===== config.mk =====
export PLATFORM = sky130hd
export DESIGN_NAME = axil_initiator_flat
export DESIGN_NICKNAME = d
export VERILOG_FILES = /design/src/rtl/axil_initiator_if.sv /design/src/rtl/axil_initiator.sv /design/src/flat_wrapper.sv
export SDC_FILE = /design/constraint.sdc
export NUM_CORES = 1
export LEC_CHECK = 0
export CORE_UTILIZATION = 40
export CTS_CLUSTER_DIAMETER = 30
export DETAILED_ROUTE_END_ITERATION = 8
export PLACE_DENSITY_LB_ADDON = 0.15
export SYNTH_ARGS = -nofsm -noshare
export SYNTH_HDL_FRONTEND = slang
export SYNTH_SLANG_ARGS = --single-unit

===== constraint.sdc =====
create_clock -name clk -period 1.9 [get_ports clk]
set_input_delay 0.38 -clock clk [delete_from_list [all_inputs] [get_ports clk]]
set_output_delay 0.38 -clock clk [all_outputs]
set_load 0.05 [all_outputs]

===== src/rtl/axil_initiator_if.sv =====
// Bundle of the command/response port and the AXI4-Lite master port of axil_initiator.
// The master modport is the initiator's view; slave is the view of whatever sits around it.
interface axil_initiator_if #(
    parameter int ADDR_WIDTH = 32,
    parameter int DATA_WIDTH = 32
);
    localparam int STRB_WIDTH = DATA_WIDTH / 8;

    logic                  cmd_valid;
    logic                  cmd_ready;
    logic                  cmd_write;
    logic [ADDR_WIDTH-1:0] cmd_addr;
    logic [DATA_WIDTH-1:0] cmd_wdata;
    logic [STRB_WIDTH-1:0] cmd_wstrb;
    logic [2:0]            cmd_prot;

    logic                  rsp_valid;
    logic                  rsp_ready;
    logic [DATA_WIDTH-1:0] rsp_rdata;
    logic [1:0]            rsp_resp;
    logic                  rsp_timeout;

    logic [ADDR_WIDTH-1:0] awaddr;
    logic [2:0]            awprot;
    logic                  awvalid;
    logic                  awready;
    logic [DATA_WIDTH-1:0] wdata;
    logic [STRB_WIDTH-1:0] wstrb;
    logic                  wvalid;
    logic                  wready;
    logic [1:0]            bresp;
    logic                  bvalid;
    logic                  bready;
    logic [ADDR_WIDTH-1:0] araddr;
    logic [2:0]            arprot;
    logic                  arvalid;
    logic                  arready;
    logic [DATA_WIDTH-1:0] rdata;
    logic [1:0]            rresp;
    logic                  rvalid;
    logic                  rready;

    modport master (
        input  cmd_valid, cmd_write, cmd_addr, cmd_wdata, cmd_wstrb, cmd_prot, rsp_ready,
               awready, wready, bresp, bvalid, arready, rdata, rresp, rvalid,
        output cmd_ready, rsp_valid, rsp_rdata, rsp_resp, rsp_timeout,
               awaddr, awprot, awvalid, wdata, wstrb, wvalid, bready,
               araddr, arprot, arvalid, rready
    );

    modport slave (
        output cmd_valid, cmd_write, cmd_addr, cmd_wdata, cmd_wstrb, cmd_prot, rsp_ready,
               awready, wready, bresp, bvalid, arready, rdata, rresp, rvalid,
        input  cmd_ready, rsp_valid, rsp_rdata, rsp_resp, rsp_timeout,
               awaddr, awprot, awvalid, wdata, wstrb, wvalid, bready,
               araddr, arprot, arvalid, rready
    );
endinterface


===== src/rtl/axil_initiator.sv =====
// Single-outstanding AXI4-Lite master: turns one command into one AXI read or write,
// with optional local rejection of misaligned/empty-strobe commands and a response timeout.
module axil_initiator #(
    parameter int          ADDR_WIDTH     = 32,
    parameter int          DATA_WIDTH     = 32,
    parameter bit          ERR_RESP_EN    = 1'b0,
    parameter int unsigned TIMEOUT_CYCLES = 256
) (
    input  logic             clk,
    input  logic             rst,
    axil_initiator_if.master bus
);
    localparam int STRB_WIDTH = DATA_WIDTH / 8;
    localparam int LSB_WIDTH  = $clog2(STRB_WIDTH);
    localparam int CNT_WIDTH  = (TIMEOUT_CYCLES > 1) ? $clog2(TIMEOUT_CYCLES) : 1;
    localparam logic [CNT_WIDTH-1:0] CNT_LAST =
        CNT_WIDTH'((TIMEOUT_CYCLES > 0) ? TIMEOUT_CYCLES - 1 : 0);
    localparam logic [1:0] RESP_SLVERR = 2'b10;
    localparam logic [1:0] RESP_DECERR = 2'b11;

    typedef enum logic [2:0] {IDLE, WR_REQ, WR_RESP, RD_REQ, RD_RESP, RSP} state_t;

    state_t                state_reg;
    logic                  cmd_ready_reg;
    logic                  awvalid_reg;
    logic                  wvalid_reg;
    logic                  arvalid_reg;
    logic                  bready_reg;
    logic                  rready_reg;
    logic [ADDR_WIDTH-1:0] addr_reg;
    logic [DATA_WIDTH-1:0] wdata_reg;
    logic [STRB_WIDTH-1:0] wstrb_reg;
    logic [2:0]            prot_reg;
    logic                  rsp_valid_reg;
    logic [DATA_WIDTH-1:0] rsp_rdata_reg;
    logic [1:0]            rsp_resp_reg;
    logic                  rsp_timeout_reg;
    logic [CNT_WIDTH-1:0]  cnt_reg;

    logic cmd_fire;
    logic cmd_illegal;
    logic aw_done;
    logic w_done;
    logic timeout_hit;

    assign cmd_fire    = bus.cmd_valid && cmd_ready_reg;
    assign cmd_illegal = ERR_RESP_EN &&
                         ((|bus.cmd_addr[LSB_WIDTH-1:0]) ||
                          (bus.cmd_write && (bus.cmd_wstrb == '0)));
    // A channel counts as done once its valid has already dropped or it handshakes now.
    assign aw_done     = !awvalid_reg || bus.awready;
    assign w_done      = !wvalid_reg || bus.wready;
    assign timeout_hit = (TIMEOUT_CYCLES != 0) && (cnt_reg == CNT_LAST);

    always_ff @(posedge clk) begin
        if (rst) begin
            state_reg       <= IDLE;
            cmd_ready_reg   <= 1'b0;
            awvalid_reg     <= 1'b0;
            wvalid_reg      <= 1'b0;
            arvalid_reg     <= 1'b0;
            bready_reg      <= 1'b0;
            rready_reg      <= 1'b0;
            addr_reg        <= '0;
            wdata_reg       <= '0;
            wstrb_reg       <= '0;
            prot_reg        <= '0;
            rsp_valid_reg   <= 1'b0;
            rsp_rdata_reg   <= '0;
            rsp_resp_reg    <= '0;
            rsp_timeout_reg <= 1'b0;
            cnt_reg         <= '0;
        end else begin
            case (state_reg)
                IDLE: begin
                    cmd_ready_reg <= 1'b1;
                    if (cmd_fire) begin
                        cmd_ready_reg <= 1'b0;
                        addr_reg      <= bus.cmd_addr;
                        wdata_reg     <= bus.cmd_wdata;
                        wstrb_reg     <= bus.cmd_wstrb;
                        prot_reg      <= bus.cmd_prot;
                        if (cmd_illegal) begin
                            state_reg       <= RSP;
                            rsp_valid_reg   <= 1'b1;
                            rsp_rdata_reg   <= '0;
                            rsp_resp_reg    <= RESP_SLVERR;
                            rsp_timeout_reg <= 1'b0;
                        end else if (bus.cmd_write) begin
                            state_reg   <= WR_REQ;
                            awvalid_reg <= 1'b1;
                            wvalid_reg  <= 1'b1;
                        end else begin
                            state_reg   <= RD_REQ;
                            arvalid_reg <= 1'b1;
                        end
                    end
                end
                WR_REQ: begin
                    if (awvalid_reg && bus.awready) awvalid_reg <= 1'b0;
                    if (wvalid_reg && bus.wready)   wvalid_reg  <= 1'b0;
                    if (aw_done && w_done) begin
                        state_reg  <= WR_RESP;
                        bready_reg <= 1'b1;
                        cnt_reg    <= '0;
                    end
                end
                WR_RESP: begin
                    if (bus.bvalid) begin
                        state_reg       <= RSP;
                        bready_reg      <= 1'b0;
                        rsp_valid_reg   <= 1'b1;
                        rsp_rdata_reg   <= '0;
                        rsp_resp_reg    <= bus.bresp;
                        rsp_timeout_reg <= 1'b0;
                    end else if (timeout_hit) begin
                        state_reg       <= RSP;
                        bready_reg      <= 1'b0;
                        rsp_valid_reg   <= 1'b1;
                        rsp_rdata_reg   <= '0;
                        rsp_resp_reg    <= RESP_DECERR;
                        rsp_timeout_reg <= 1'b1;
                    end else begin
                        cnt_reg <= cnt_reg + CNT_WIDTH'(1);
                    end
                end
                RD_REQ: begin
                    if (bus.arready) begin
                        state_reg   <= RD_RESP;
                        arvalid_reg <= 1'b0;
                        rready_reg  <= 1'b1;
                        cnt_reg     <= '0;
                    end
                end
                RD_RESP: begin
                    // A response landing on the last counted cycle still wins over the timeout.
                    if (bus.rvalid) begin
                        state_reg       <= RSP;
                        rready_reg      <= 1'b0;
                        rsp_valid_reg   <= 1'b1;
                        rsp_rdata_reg   <= bus.rdata;
                        rsp_resp_reg    <= bus.rresp;
                        rsp_timeout_reg <= 1'b0;
                    end else if (timeout_hit) begin
                        state_reg       <= RSP;
                        rready_reg      <= 1'b0;
                        rsp_valid_reg   <= 1'b1;
                        rsp_rdata_reg   <= '0;
                        rsp_resp_reg    <= RESP_DECERR;
                        rsp_timeout_reg <= 1'b1;
                    end else begin
                        cnt_reg <= cnt_reg + CNT_WIDTH'(1);
                    end
                end
                RSP: begin
                    if (bus.rsp_ready) begin
                        state_reg     <= IDLE;
                        rsp_valid_reg <= 1'b0;
                        cmd_ready_reg <= 1'b1;
                    end
                end
                default: state_reg <= IDLE;
            endcase
        end
    end

    assign bus.cmd_ready   = cmd_ready_reg;
    assign bus.rsp_valid   = rsp_valid_reg;
    assign bus.rsp_rdata   = rsp_rdata_reg;
    assign bus.rsp_resp    = rsp_resp_reg;
    assign bus.rsp_timeout = rsp_timeout_reg;
    assign bus.awaddr      = addr_reg;
    assign bus.awprot      = prot_reg;
    assign bus.awvalid     = awvalid_reg;
    assign bus.wdata       = wdata_reg;
    assign bus.wstrb       = wstrb_reg;
    assign bus.wvalid      = wvalid_reg;
    assign bus.bready      = bready_reg;
    assign bus.araddr      = addr_reg;
    assign bus.arprot      = prot_reg;
    assign bus.arvalid     = arvalid_reg;
    assign bus.rready      = rready_reg;
endmodule


===== src/flat_wrapper.sv =====
// flat-port wrapper written by rule: the top's interface ports become plain ports
module axil_initiator_flat 
#(
    parameter int          ADDR_WIDTH     = 32,
    parameter int          DATA_WIDTH     = 32,
    parameter bit          ERR_RESP_EN    = 1'b0,
    parameter int unsigned TIMEOUT_CYCLES = 256
)
  (clk, rst, bus_cmd_valid, bus_cmd_write, bus_cmd_addr, bus_cmd_wdata, bus_cmd_wstrb, bus_cmd_prot, bus_rsp_ready, bus_awready, bus_wready, bus_bresp, bus_bvalid, bus_arready, bus_rdata, bus_rresp, bus_rvalid, bus_cmd_ready, bus_rsp_valid, bus_rsp_rdata, bus_rsp_resp, bus_rsp_timeout, bus_awaddr, bus_awprot, bus_awvalid, bus_wdata, bus_wstrb, bus_wvalid, bus_bready, bus_araddr, bus_arprot, bus_arvalid, bus_rready);
  axil_initiator_if #(.ADDR_WIDTH(ADDR_WIDTH), .DATA_WIDTH(DATA_WIDTH)) bus_i ();
  input  logic clk;
  input  logic rst;
  input wire logic [$bits(bus_i.cmd_valid)-1:0] bus_cmd_valid;
  input wire logic [$bits(bus_i.cmd_write)-1:0] bus_cmd_write;
  input wire logic [$bits(bus_i.cmd_addr)-1:0] bus_cmd_addr;
  input wire logic [$bits(bus_i.cmd_wdata)-1:0] bus_cmd_wdata;
  input wire logic [$bits(bus_i.cmd_wstrb)-1:0] bus_cmd_wstrb;
  input wire logic [$bits(bus_i.cmd_prot)-1:0] bus_cmd_prot;
  input wire logic [$bits(bus_i.rsp_ready)-1:0] bus_rsp_ready;
  input wire logic [$bits(bus_i.awready)-1:0] bus_awready;
  input wire logic [$bits(bus_i.wready)-1:0] bus_wready;
  input wire logic [$bits(bus_i.bresp)-1:0] bus_bresp;
  input wire logic [$bits(bus_i.bvalid)-1:0] bus_bvalid;
  input wire logic [$bits(bus_i.arready)-1:0] bus_arready;
  input wire logic [$bits(bus_i.rdata)-1:0] bus_rdata;
  input wire logic [$bits(bus_i.rresp)-1:0] bus_rresp;
  input wire logic [$bits(bus_i.rvalid)-1:0] bus_rvalid;
  output wire logic [$bits(bus_i.cmd_ready)-1:0] bus_cmd_ready;
  output wire logic [$bits(bus_i.rsp_valid)-1:0] bus_rsp_valid;
  output wire logic [$bits(bus_i.rsp_rdata)-1:0] bus_rsp_rdata;
  output wire logic [$bits(bus_i.rsp_resp)-1:0] bus_rsp_resp;
  output wire logic [$bits(bus_i.rsp_timeout)-1:0] bus_rsp_timeout;
  output wire logic [$bits(bus_i.awaddr)-1:0] bus_awaddr;
  output wire logic [$bits(bus_i.awprot)-1:0] bus_awprot;
  output wire logic [$bits(bus_i.awvalid)-1:0] bus_awvalid;
  output wire logic [$bits(bus_i.wdata)-1:0] bus_wdata;
  output wire logic [$bits(bus_i.wstrb)-1:0] bus_wstrb;
  output wire logic [$bits(bus_i.wvalid)-1:0] bus_wvalid;
  output wire logic [$bits(bus_i.bready)-1:0] bus_bready;
  output wire logic [$bits(bus_i.araddr)-1:0] bus_araddr;
  output wire logic [$bits(bus_i.arprot)-1:0] bus_arprot;
  output wire logic [$bits(bus_i.arvalid)-1:0] bus_arvalid;
  output wire logic [$bits(bus_i.rready)-1:0] bus_rready;
  assign bus_i.cmd_valid = bus_cmd_valid;
  assign bus_i.cmd_write = bus_cmd_write;
  assign bus_i.cmd_addr = bus_cmd_addr;
  assign bus_i.cmd_wdata = bus_cmd_wdata;
  assign bus_i.cmd_wstrb = bus_cmd_wstrb;
  assign bus_i.cmd_prot = bus_cmd_prot;
  assign bus_i.rsp_ready = bus_rsp_ready;
  assign bus_i.awready = bus_awready;
  assign bus_i.wready = bus_wready;
  assign bus_i.bresp = bus_bresp;
  assign bus_i.bvalid = bus_bvalid;
  assign bus_i.arready = bus_arready;
  assign bus_i.rdata = bus_rdata;
  assign bus_i.rresp = bus_rresp;
  assign bus_i.rvalid = bus_rvalid;
  assign bus_cmd_ready = bus_i.cmd_ready;
  assign bus_rsp_valid = bus_i.rsp_valid;
  assign bus_rsp_rdata = bus_i.rsp_rdata;
  assign bus_rsp_resp = bus_i.rsp_resp;
  assign bus_rsp_timeout = bus_i.rsp_timeout;
  assign bus_awaddr = bus_i.awaddr;
  assign bus_awprot = bus_i.awprot;
  assign bus_awvalid = bus_i.awvalid;
  assign bus_wdata = bus_i.wdata;
  assign bus_wstrb = bus_i.wstrb;
  assign bus_wvalid = bus_i.wvalid;
  assign bus_bready = bus_i.bready;
  assign bus_araddr = bus_i.araddr;
  assign bus_arprot = bus_i.arprot;
  assign bus_arvalid = bus_i.arvalid;
  assign bus_rready = bus_i.rready;
  axil_initiator #(.ADDR_WIDTH(ADDR_WIDTH), .DATA_WIDTH(DATA_WIDTH), .ERR_RESP_EN(ERR_RESP_EN), .TIMEOUT_CYCLES(TIMEOUT_CYCLES)) u_core (.clk(clk), .rst(rst), .bus(bus_i));
endmodule

Word-level counts from Yosys, hierarchy flattened --
Cells that the tools add are included.
Storage, ports and cells: register bits 124, input bits 117, output and inout port bits 148, logic and storage cells 114
Operators by class: add/sub/neg operators 1, eq/ne operators 18, multiplexer cells 52, reduce and logical (&&, ||, !) cells 27
Operators by type and width (number):
- $mux 32 | 3
- $pmux 32 s2 | 1
- $mux 8 | 5
- $pmux 8 s4 | 1
- $mux 1 | 21
- $mux 3 | 7
- $pmux 3 s6 | 1
- $reduce_and 4->1 | 4
- $pmux 1 s2 | 7
- $ne 2x2->1 const B | 6
- $reduce_bool 2->1 | 6
- $add 8x1->8 const B | 1
- $eq 8x8->1 const B | 1
- $mux 2 | 4
- $ne 2x1->1 const B | 4
- $eq 3x2->1 const B | 2
- $eq 3x3->1 const B | 2
- $ne 3x2->1 const B | 2
- $reduce_and 2->1 | 3
- $reduce_and 3->1 | 2
- $reduce_and 5->1 | 1
- $logic_and 1x1->1 | 4
- $pmux 2 s2 | 1
- $reduce_bool 4->1 | 1
- other kinds (6) | 8

Logic depth before layout (Yosys ltp) --
Gate-level depths: netlist of run 1.
depth after elaboration 5, depth in mapped cells 8, mapped depth without buffers 5

Worst setup path before layout of run 1 --
No wires, ideal clock.
path type reg2reg, from register u_core.cnt_reg[0], to register u_core.rsp_rdata_reg[22], in the netlist u_core.bus.rsp_rdata[22], library setup time 0.128 ns, arrival time 1.585 ns, data required time 1.772 ns, path slack 0.188 ns, stages on the path, launching flop included 8, buffers on the path 2, clock period less this slack 1.712 ns, path through dfxtp_1 > ha_1 > and4_1 > clkbuf_1 > nand4_2 > buf_6 > a32oi_1 > nor2_1
On the way: word-level cells in the longest chain between the ends 4, elaborated cells between the ends (all ways) 5, classes of those cells eq/ne: 1; mux: 4
RTL lines:
- start, declared | RTL line axil_initiator.sv:38 | logic [CNT_WIDTH-1:0] cnt_reg;
- start signal, assigned | RTL line axil_initiator.sv:124 | cnt_reg <= cnt_reg + CNT_WIDTH'(1);
- start signal, assigned | RTL line axil_initiator.sv:152 | cnt_reg <= cnt_reg + CNT_WIDTH'(1);
- $eq 8x8->1 (*) | RTL line axil_initiator.sv:53 | assign timeout_hit = (TIMEOUT_CYCLES != 0) && (cnt_reg == CNT_LAST);
- $mux 32 (*)
- $mux 32 (on tied branches)
- $pmux 32 s2 (*)
- end signal, assigned | RTL line axil_initiator.sv:141 | rsp_rdata_reg <= bus.rdata;
- end, declared | RTL line axil_initiator.sv:35 | logic [DATA_WIDTH-1:0] rsp_rdata_reg;
Every way passes the cells marked *; elsewhere a longest branch is shown, timed or not. A chain may end at the register's enable or synchronous reset.

Worst setup path in the final report of run 1 --
from register u_core.cnt_reg[1], to register u_core.rsp_rdata_reg[9], in the netlist u_core.bus.rsp_rdata[9]
The elaborated chain is that of the path after synthesis.

==> key figures, run 1 <==
Logic synthesis
  • #FFs+latches synth: 124
  • Syn nets: 744
  • Post-Synth Adder-Cell Area: 0.00241
  • Proportion of synthesized area in mux cells: 0.00579
  • Compound-Gate Fraction of Synth Area: 0.191
  • Post-Synth Simple-Gate Area: 0.210
  • Syn Area/Cell: 8.29 um^2
  • Async set-reset flop share out of synthesis: 0
  • Largest family of logic cells by synthesized area: simple AND/OR/NAND/NOR gates
  • Synth Area in XOR/XNOR: 0.00338
  • Number of synthesized flops with an enable pin: 0
  • Syn Std Cell Area: 0.00519 mm^2
  • Post-synth top flop: dfxtp_1
  • Post-synthesis sequential area ratio: 0.478
  • Library cells used by synthesis: 48
  • Yosys warning count: 0
  • Post-Syn Instances: 626

STA
  • Final setup viols: 0
  • Max-slew violation count: 0
  • Measured slew at the worst slew-check pin: 0.534 ns
  • Worst hold slack: 0.444 ns
  • Final Cycle Share: 0.932
  • Max Fclk: 565 MHz
  • Final hold viol count: 0
  • Setup_tns: 0 ns
  • Fin Clk Skew: 0.00649 ns
  • RSZ-0062 raised after global routing: no
  • Min Tclk post-route: 1.77 ns
  • Slew HR: 0.645

CTS
  • Clk_lat worst skew: 0.41 ns
  • CTS tree: built
  • Deepest clock path buffer count: 2
  • Total CTS buffers: 17
  • CTS root buffer: clkbuf_16
  • Count of clock tree sinks: 124
  • H-tree depth: 4
  • CTS clock-pin slew for the worst setup and hold paths: 0.05 ns

Die
  • Die W: 116 um
  • I/O Pins: 265
  • Die height: 116 um
  • Row count: 41
  • Die Area: 0.0134 mm^2
  • Core area: 0.0126 mm^2
  • Initial Utilization: 0.411

GRT
  • Initial antenna violation count: 1
  • Number of global-route vias before repair: 4,768
  • Grt total ovfl: 0
  • Global-route usage over all layers: 0.225
  • First-pass GRT wire length: 23.5 mm
  • Largest net degree at the start of global routing: 98

Critical path
  • CP max stage cell: dfxtp_1
  • Crit path arrival time: 2.05 ns
  • CP bufs+invs: 1
  • CP peak stage delay: 0.38 ns
  • CP Cell Sequence: ha_2, and4_2, nand4_2, buf_12, a32oi_1, nor2_1
  • Top delay family on crit path: simple AND/OR/NAND/NOR gates
  • Crit path launch type: register
  • Maximum fanout along the worst path: 34
  • Data required, critical path: 2.18 ns
  • Crit Path Class: reg -> reg
  • CP Capture Type: register

Power and ir drop
  • PnR Total Power: 9.97 mW
  • Power per Cell Area: 1220 mW/mm^2
  • P_leak: 3.55 nW
  • Maximum vdd drop: 0.538 mV

Drt
  • Post-DR vias/cell: 5.02
  • Detail-routed net length per standard cell: 14.9 um
  • ANT nets after route: 0
  • Detailed Route Iter0 Violations: 329
  • DRC viols: 0
  • TritonRoute pass-1 iters: 4
  • WL final: 15.5 mm
  • Detailed-route via count: 5,195

Place
  • Placed Instance Area: 0.00773 mm^2
  • Placed wire-length estimate: 11.0 mm
  • IO Port Bufs: 264
  • GPL Wtd Cong: 0.790

Final layout
  • Layout area overhead: 56.9%
  • Final-layout fill cell count: 1,132
  • Finished Cell Area: 0.00814 mm^2
  • Share of cells above drive strength 1: 0.118
  • Antenna Cells: 0
  • Fin nets: 969

Outcome
  • Outcome: finished, final reports clean

Worst hold path
  • Hold crit path type: in -> reg

Job
  • Max-cap violations: 0
-- worst paths after layout --
| check | cells past startpoint | start | slack [ns] | to |
|---|---|---|---|---|
| worst max-delay path | 6 | u_core.cnt_reg[1] | 0.13 | u_core.bus.rsp_rdata[9] |
| worst min register to register | 2 | u_core.bus.wdata[8] | 0.45 | u_core.bus.wdata[8] |
| worst min-delay path | 4 | rst | 0.44 | u_core.cnt_reg[0] |
| worst max register to register | 6 | u_core.cnt_reg[1] | 0.13 | u_core.bus.rsp_rdata[9] |
-- power breakdown --
group	internal, mW	total (mW)	leakage [nW]	switching (mW)
Sequential	2.93	3.14	1.01	0.214
Clock	1.88	2.97	0.272	1.09
Combinational	1.25	3.86	2.27	2.61
Total	6.06	9.97	3.55	3.91
-- worst register-to-register path, delay by kind of cell (launching register included) --
kind | cells | cell delay [ns]
AND/OR/NAND/NOR | 3 | 0.55
buffers and inverters | 1 | 0.21
AO/OA/AOI/OAI | 1 | 0.25
adder cells (fa/ha/maj) | 1 | 0.24
flip-flops | 1 | 0.38
-- final cells by class --
type	instances	area, um^2	share of cell area
Clock buffer	23	478	0.0587
Clock inverter	8	67.6	0.00830
Multi-Input combinational cell	407	2160	0.265
Sequential cell	124	2480	0.305
Timing Repair Buffer	290	2700	0.331
Inverter	11	41.3	0.00507
Tap cell	172	215	0.0264
-- stage by stage --
stage,util,cells,setup WS [ns]
2_1_floorplan,-,626,0.188
3_3_place_gp,0.613,1004,-0.0486
3_5_place_dp,0.613,1004,-0.105
4_1_cts,0.645,1035,0.0681
5_1_grt,0.645,1035,0.00614
6_report,0.645,1035,0.130
-- per-layer routing --
layer  track usage  wire, um
met4        0.0974       300
met3        0.0816      1320
met5             0        18
met1         0.230      5920
met2         0.412      7900
-- cell usage after synthesis, types with 2 or more instances --
cell type / instances / area share
nand2_1: 159 / 0.12
dfxtp_1: 124 / 0.48
a21oi_1: 84 / 0.081
nor2_1: 44 / 0.032
buf_4: 39 / 0.056
a32oi_1: 32 / 0.054
clkbuf_1: 26 / 0.019
buf_2: 13 / 0.013
inv_1: 11 / 0.0080
nand3_1: 10 / 0.0096
buf_6: 6 / 0.013
nor3_1: 6 / 0.0058
a211oi_1: 5 / 0.0072
nand2b_1: 5 / 0.0060
o21ai_0: 5 / 0.0048
nor2b_1: 4 / 0.0048
o211ai_1: 4 / 0.0058
a31oi_1: 3 / 0.0036
and3_1: 3 / 0.0036
mux2i_1: 3 / 0.0058
nand3b_1: 3 / 0.0043
o311ai_1: 3 / 0.0051
o32ai_1: 3 / 0.0051
or3_1: 3 / 0.0036
nand4_1: 2 / 0.0024
nor3b_1: 2 / 0.0029
nor3b_2: 2 / 0.0048
o31ai_1: 2 / 0.0029
-- repair_timing --
item / 4_1_cts / 5_1_grt
setup buffers: 0 / 0
gates cloned: 0 / 0
gates resized for setup: 114 / 3
hold buffers: 0 / 0
pin swaps: 0 / 1
endpoints found under the setup margin: 114 / 35
-- kinds of logic after synthesis --
logic type,after synthesis
simple gates,250
flops,124
buf+inv,95
fa+ha+maj,1
mux,3
xor+xnor,2
compound gates,151
-- cell usage in the layout, fill, tap and decap left out, types with 4 or more instances in the layout --
cell type,Yosys,routed
nand2_1,159,159
a32oi_1,32,32
buf_4,39,54
o211ai_1,4,4
nor3_1,6,6
a211oi_1,5,5
clkinv_2,0,6
buf_12,0,7
nand3_1,10,9
nand2b_1,5,5
a21oi_1,84,84
clkdlybuf4s50_1,0,115
dlygate4sd2_1,0,114
clkbuf_16,0,17
inv_1,11,11
dfxtp_1,124,123
nor2_1,44,44
o21ai_0,5,5
(Power assumes the default switching activity.)
==> inputs of run 2 (changes only) <==
CORE_AREA = 2 2 103 105   (was default)
CORE_UTILIZATION = default   (was 40)
CTS_CLUSTER_SIZE = 16   (was default)
DIE_AREA = 0 0 105 107   (was default)
DONT_BUFFER_PORTS = 1   (was default)
==> run 2 against run 1 <==
  * The run now ends with hold timing left
  * Utilization is 6.3 points lower
  * Critical path depth stayed put
  * Cell count is 26% lower
  * Non-clock buffer count is 236 lower
  * Global-route usage is 0.27 points lower
==> key figures, run 2 (synthesized netlist as in run 1, its figures left out) <==
Outcome
  • Outcome: finished, violations left
  • Violated checks: hold timing

CTS
  • CTS clock-pin slew for the worst setup and hold paths: 0.06 ns (about the same)
  • Count of clock tree sinks: 124 (unchanged)
  • Total CTS buffers: 17 (unchanged)
  • H-tree depth: 4 (unchanged)
  • CTS root buffer: clkbuf_8
  • Deepest clock path buffer count: 2 (unchanged)
  • Clk_lat worst skew: 0.50 ns (+0.09 ns)
  • CTS tree: built
  • Post-CTS setup buffer count: 0 (unchanged)

STA
  • Max Fclk: 565 MHz (about the same)
  • Max-slew violation count: 0 (unchanged)
  • Min Tclk post-route: 1.77 ns (+0.000594 ns)
  • Worst hold slack: -0.0530 ns (-0.497 ns)
  • Setup_tns: 0 ns (unchanged)
  • Final Cycle Share: 0.932 (about the same)
  • Final hold viol count: 60 (+60)
  • Slew HR: 0.622 (-0.0239)
  • Measured slew at the worst slew-check pin: 0.567 ns (+0.0329 ns)
  • Fin Clk Skew: 0.00804 ns (+0.00155 ns)
  • RSZ-0062 raised after global routing: no
  • Final setup viols: 0 (unchanged)

Final layout
  • Final-layout fill cell count: 922 (-19%)
  • Fin nets: 733 (-24%)
  • Most frequent cells in the layout: nand2_1, dfxtp_1, a21oi_1
  • Share of cells above drive strength 1: 0.154 (+0.0363)
  • Layout area overhead: 13.1%
  • Antenna Cells: 0 (unchanged)
  • Commonest non-fill, non-tap cell in the layout: nand2_1
  • Layout Cells excl Fill: 764 (-26%)

Drt
  • Detailed-route via count: 4,255 (-18%)
  • WL final: 12.7 mm (-18%)
  • Detailed Route Iter0 Violations: 263 (-20%)
  • ANT nets after route: 0 (unchanged)
  • TritonRoute pass-1 iters: 6 (+2)
  • DRC viols: 0 (unchanged)
  • Post-DR vias/cell: 5.57 (+11%)
  • Detail-routed net length per standard cell: 16.6 um (+11%)

Power and ir drop
  • Internal power: 5.44 mW (-10%)
  • Power per Cell Area: 1580 mW/mm^2 (+29%)
  • P_leak: 2.14 nW (-40%)
  • P_sw: 3.85 mW (-1.6%)
  • Register share of total power: 0.399 (+0.084)
  • Switching share of power: 0.414 (+0.0219)
  • Clock network fraction of total power: 0.318 (+0.020)
  • Maximum vdd drop: 0.726 mV (+35%)
  • Comb power frac: 0.283 (-0.104)

GRT
  • Largest net degree at the start of global routing: 129 (+32%)
  • Grt met3 use: 0.0906 (+0.00899)
  • Grt total ovfl: 0 (unchanged)
  • Met1 Use GR: 0.245 (+0.0153)
  • Most Crowded Layer GR: met2
  • Number of global-route vias before repair: 4,125 (-13%)
  • First-pass GRT wire length: 20.0 mm (-15%)
  • Global-route usage over all layers: 0.223 (-0.00266)
  • Initial antenna violation count: 0 (-1)
  • Met2 usage: 0.385 (-0.0273)

Die
  • Die height: 107 um (-7.7%)
  • Die Area: 0.0112 mm^2 (-16%)
  • Core area: 0.0101 mm^2 (-20%)
  • Die W: 105 um (-9.4%)
  • Row count: 37 (-9.8%)
  • I/O Pins: 265 (unchanged)
  • Initial Utilization: 0.514 (+0.103)

Place
  • GPL Wtd Cong: 0.792 (+0.37%)
  • Placed wire-length estimate: 8.87 mm (-20%)
  • Placed cells: 732 (-27%)
  • IO Port Bufs: 0 (-100%)

Critical path
  • Crit path launch type: register
  • Crit path arrival time: 2.16 ns (+0.11 ns)
  • Worst r2r dst: u_core.bus.rsp_rdata[13]
  • CP peak stage delay: 0.38 ns (about the same)
  • Crit Path Class: reg -> reg
  • Register-to-Register Path Depth: 6 (unchanged)
  • Data required, critical path: 2.29 ns (+0.11 ns)
  • CP max stage cell: dfxtp_1
  • Top delay family on crit path: simple AND/OR/NAND/NOR gates
  • CP Cell Sequence: ha_1, and4_1, nand4_2, buf_12, a32oi_1, nor2_1
  • Maximum fanout along the worst path: 34 (unchanged)
  • CP Capture Type: register
  • Reg2reg setup slack: 0.13 ns (about the same)
  • CP bufs+invs: 1 (unchanged)
  • Beginning of the worst register-to-register path: u_core.cnt_reg[1]

Worst hold path
  • Hold crit path type: in -> reg
  • Hold depth: 1 (-3)
  • Hold Path Origin: rst
  • WHS Endpoint: u_core.bus.wdata[9]

Job
  • Max-cap violations: 0 (unchanged)
[run 2: cell count changes in the layout (fill, tap and decap cells not counted), moves of 2 or more]
cell	change
clkdlybuf4s50_1	-115
dlygate4sd2_1	-114
buf_4	-5
inv_6	+5
clkinv_2	-4
clkinvlp_4	+3
buf_12	-2
clkbuf_1	-2
clkbuf_8	-2
[run 2: routing by layer]
metal | vias to the layer above | share of wire
met1 | 1940 | 0.40
met3 | 14 | 0.082
met5 | - | 0
met2 | 206 | 0.51
met4 | 0 | 0.013
li1 | 2095 | -
[run 2: cell type report]
class,count,area (um^2),area share
flip-flops and latches,124,2480,0.423
multi-input cells,407,2150,0.367
repair buffers,54,468,0.0797
clock buffers,18,418,0.0712
well taps,136,170,0.0290
clock inverters,14,134,0.0228
inverters,11,41.3,0.00703
[run 2: through the flow]
| stage | utilization | total power [mW] | area [um^2] | setup WS, ns | hold WS, ns |
|---|---|---|---|---|---|
| 6_report | 0.582 | 9.29 | 5870 | 0.129 | -0.0530 |
| 5_1_grt | 0.582 | 9.74 | 5870 | 0.0128 | -0.0873 |
| 4_1_cts | 0.581 | 9.37 | 5870 | 0.0782 | -0.0761 |
| 3_5_place_dp | 0.527 | 6.40 | 5320 | 0.109 | 0.444 |
| 3_3_place_gp | 0.527 | 6.35 | 5320 | 0.176 | 0.436 |
| 2_1_floorplan | - | 5.93 | 5190 | 0.188 | 0.480 |
[run 2: how the worst max path moves through the flow]
stage	from	end	slack, ns	cells past startpoint
after floorplan	u_core.cnt_reg[0]	u_core.bus.rsp_rdata[22]	0.19	7
after global placement	u_core.state_reg[2]	u_core.cnt_reg[1]	0.18	4
after detailed placement	u_core.state_reg[2]	u_core.cnt_reg[1]	0.11	4
after CTS	u_core.state_reg[0]	u_core.cnt_reg[1]	0.08	4
after global routing	u_core.cnt_reg[1]	u_core.bus.rsp_rdata[21]	0.01	6
final	u_core.cnt_reg[1]	u_core.bus.rsp_rdata[13]	0.13	6
[run 2: timing repair]
action | in CTS | in global routing
hold endpoints to repair | 120 | 121
endpoints found under the setup margin | 0 | 19
gates resized for setup | 0 | 2
[run 2: power by group through the flow]
stage          Combinational (mW)  Clock [mW]  Sequential, mW
2_1_floorplan                1.75           0            4.18
4_1_cts                      2.64        3.02            3.71
6_report                     2.63        2.95            3.71
5_1_grt                      2.84        3.16            3.74
3_5_place_dp                 2.64           0            3.76
3_3_place_gp                 2.60           0            3.75
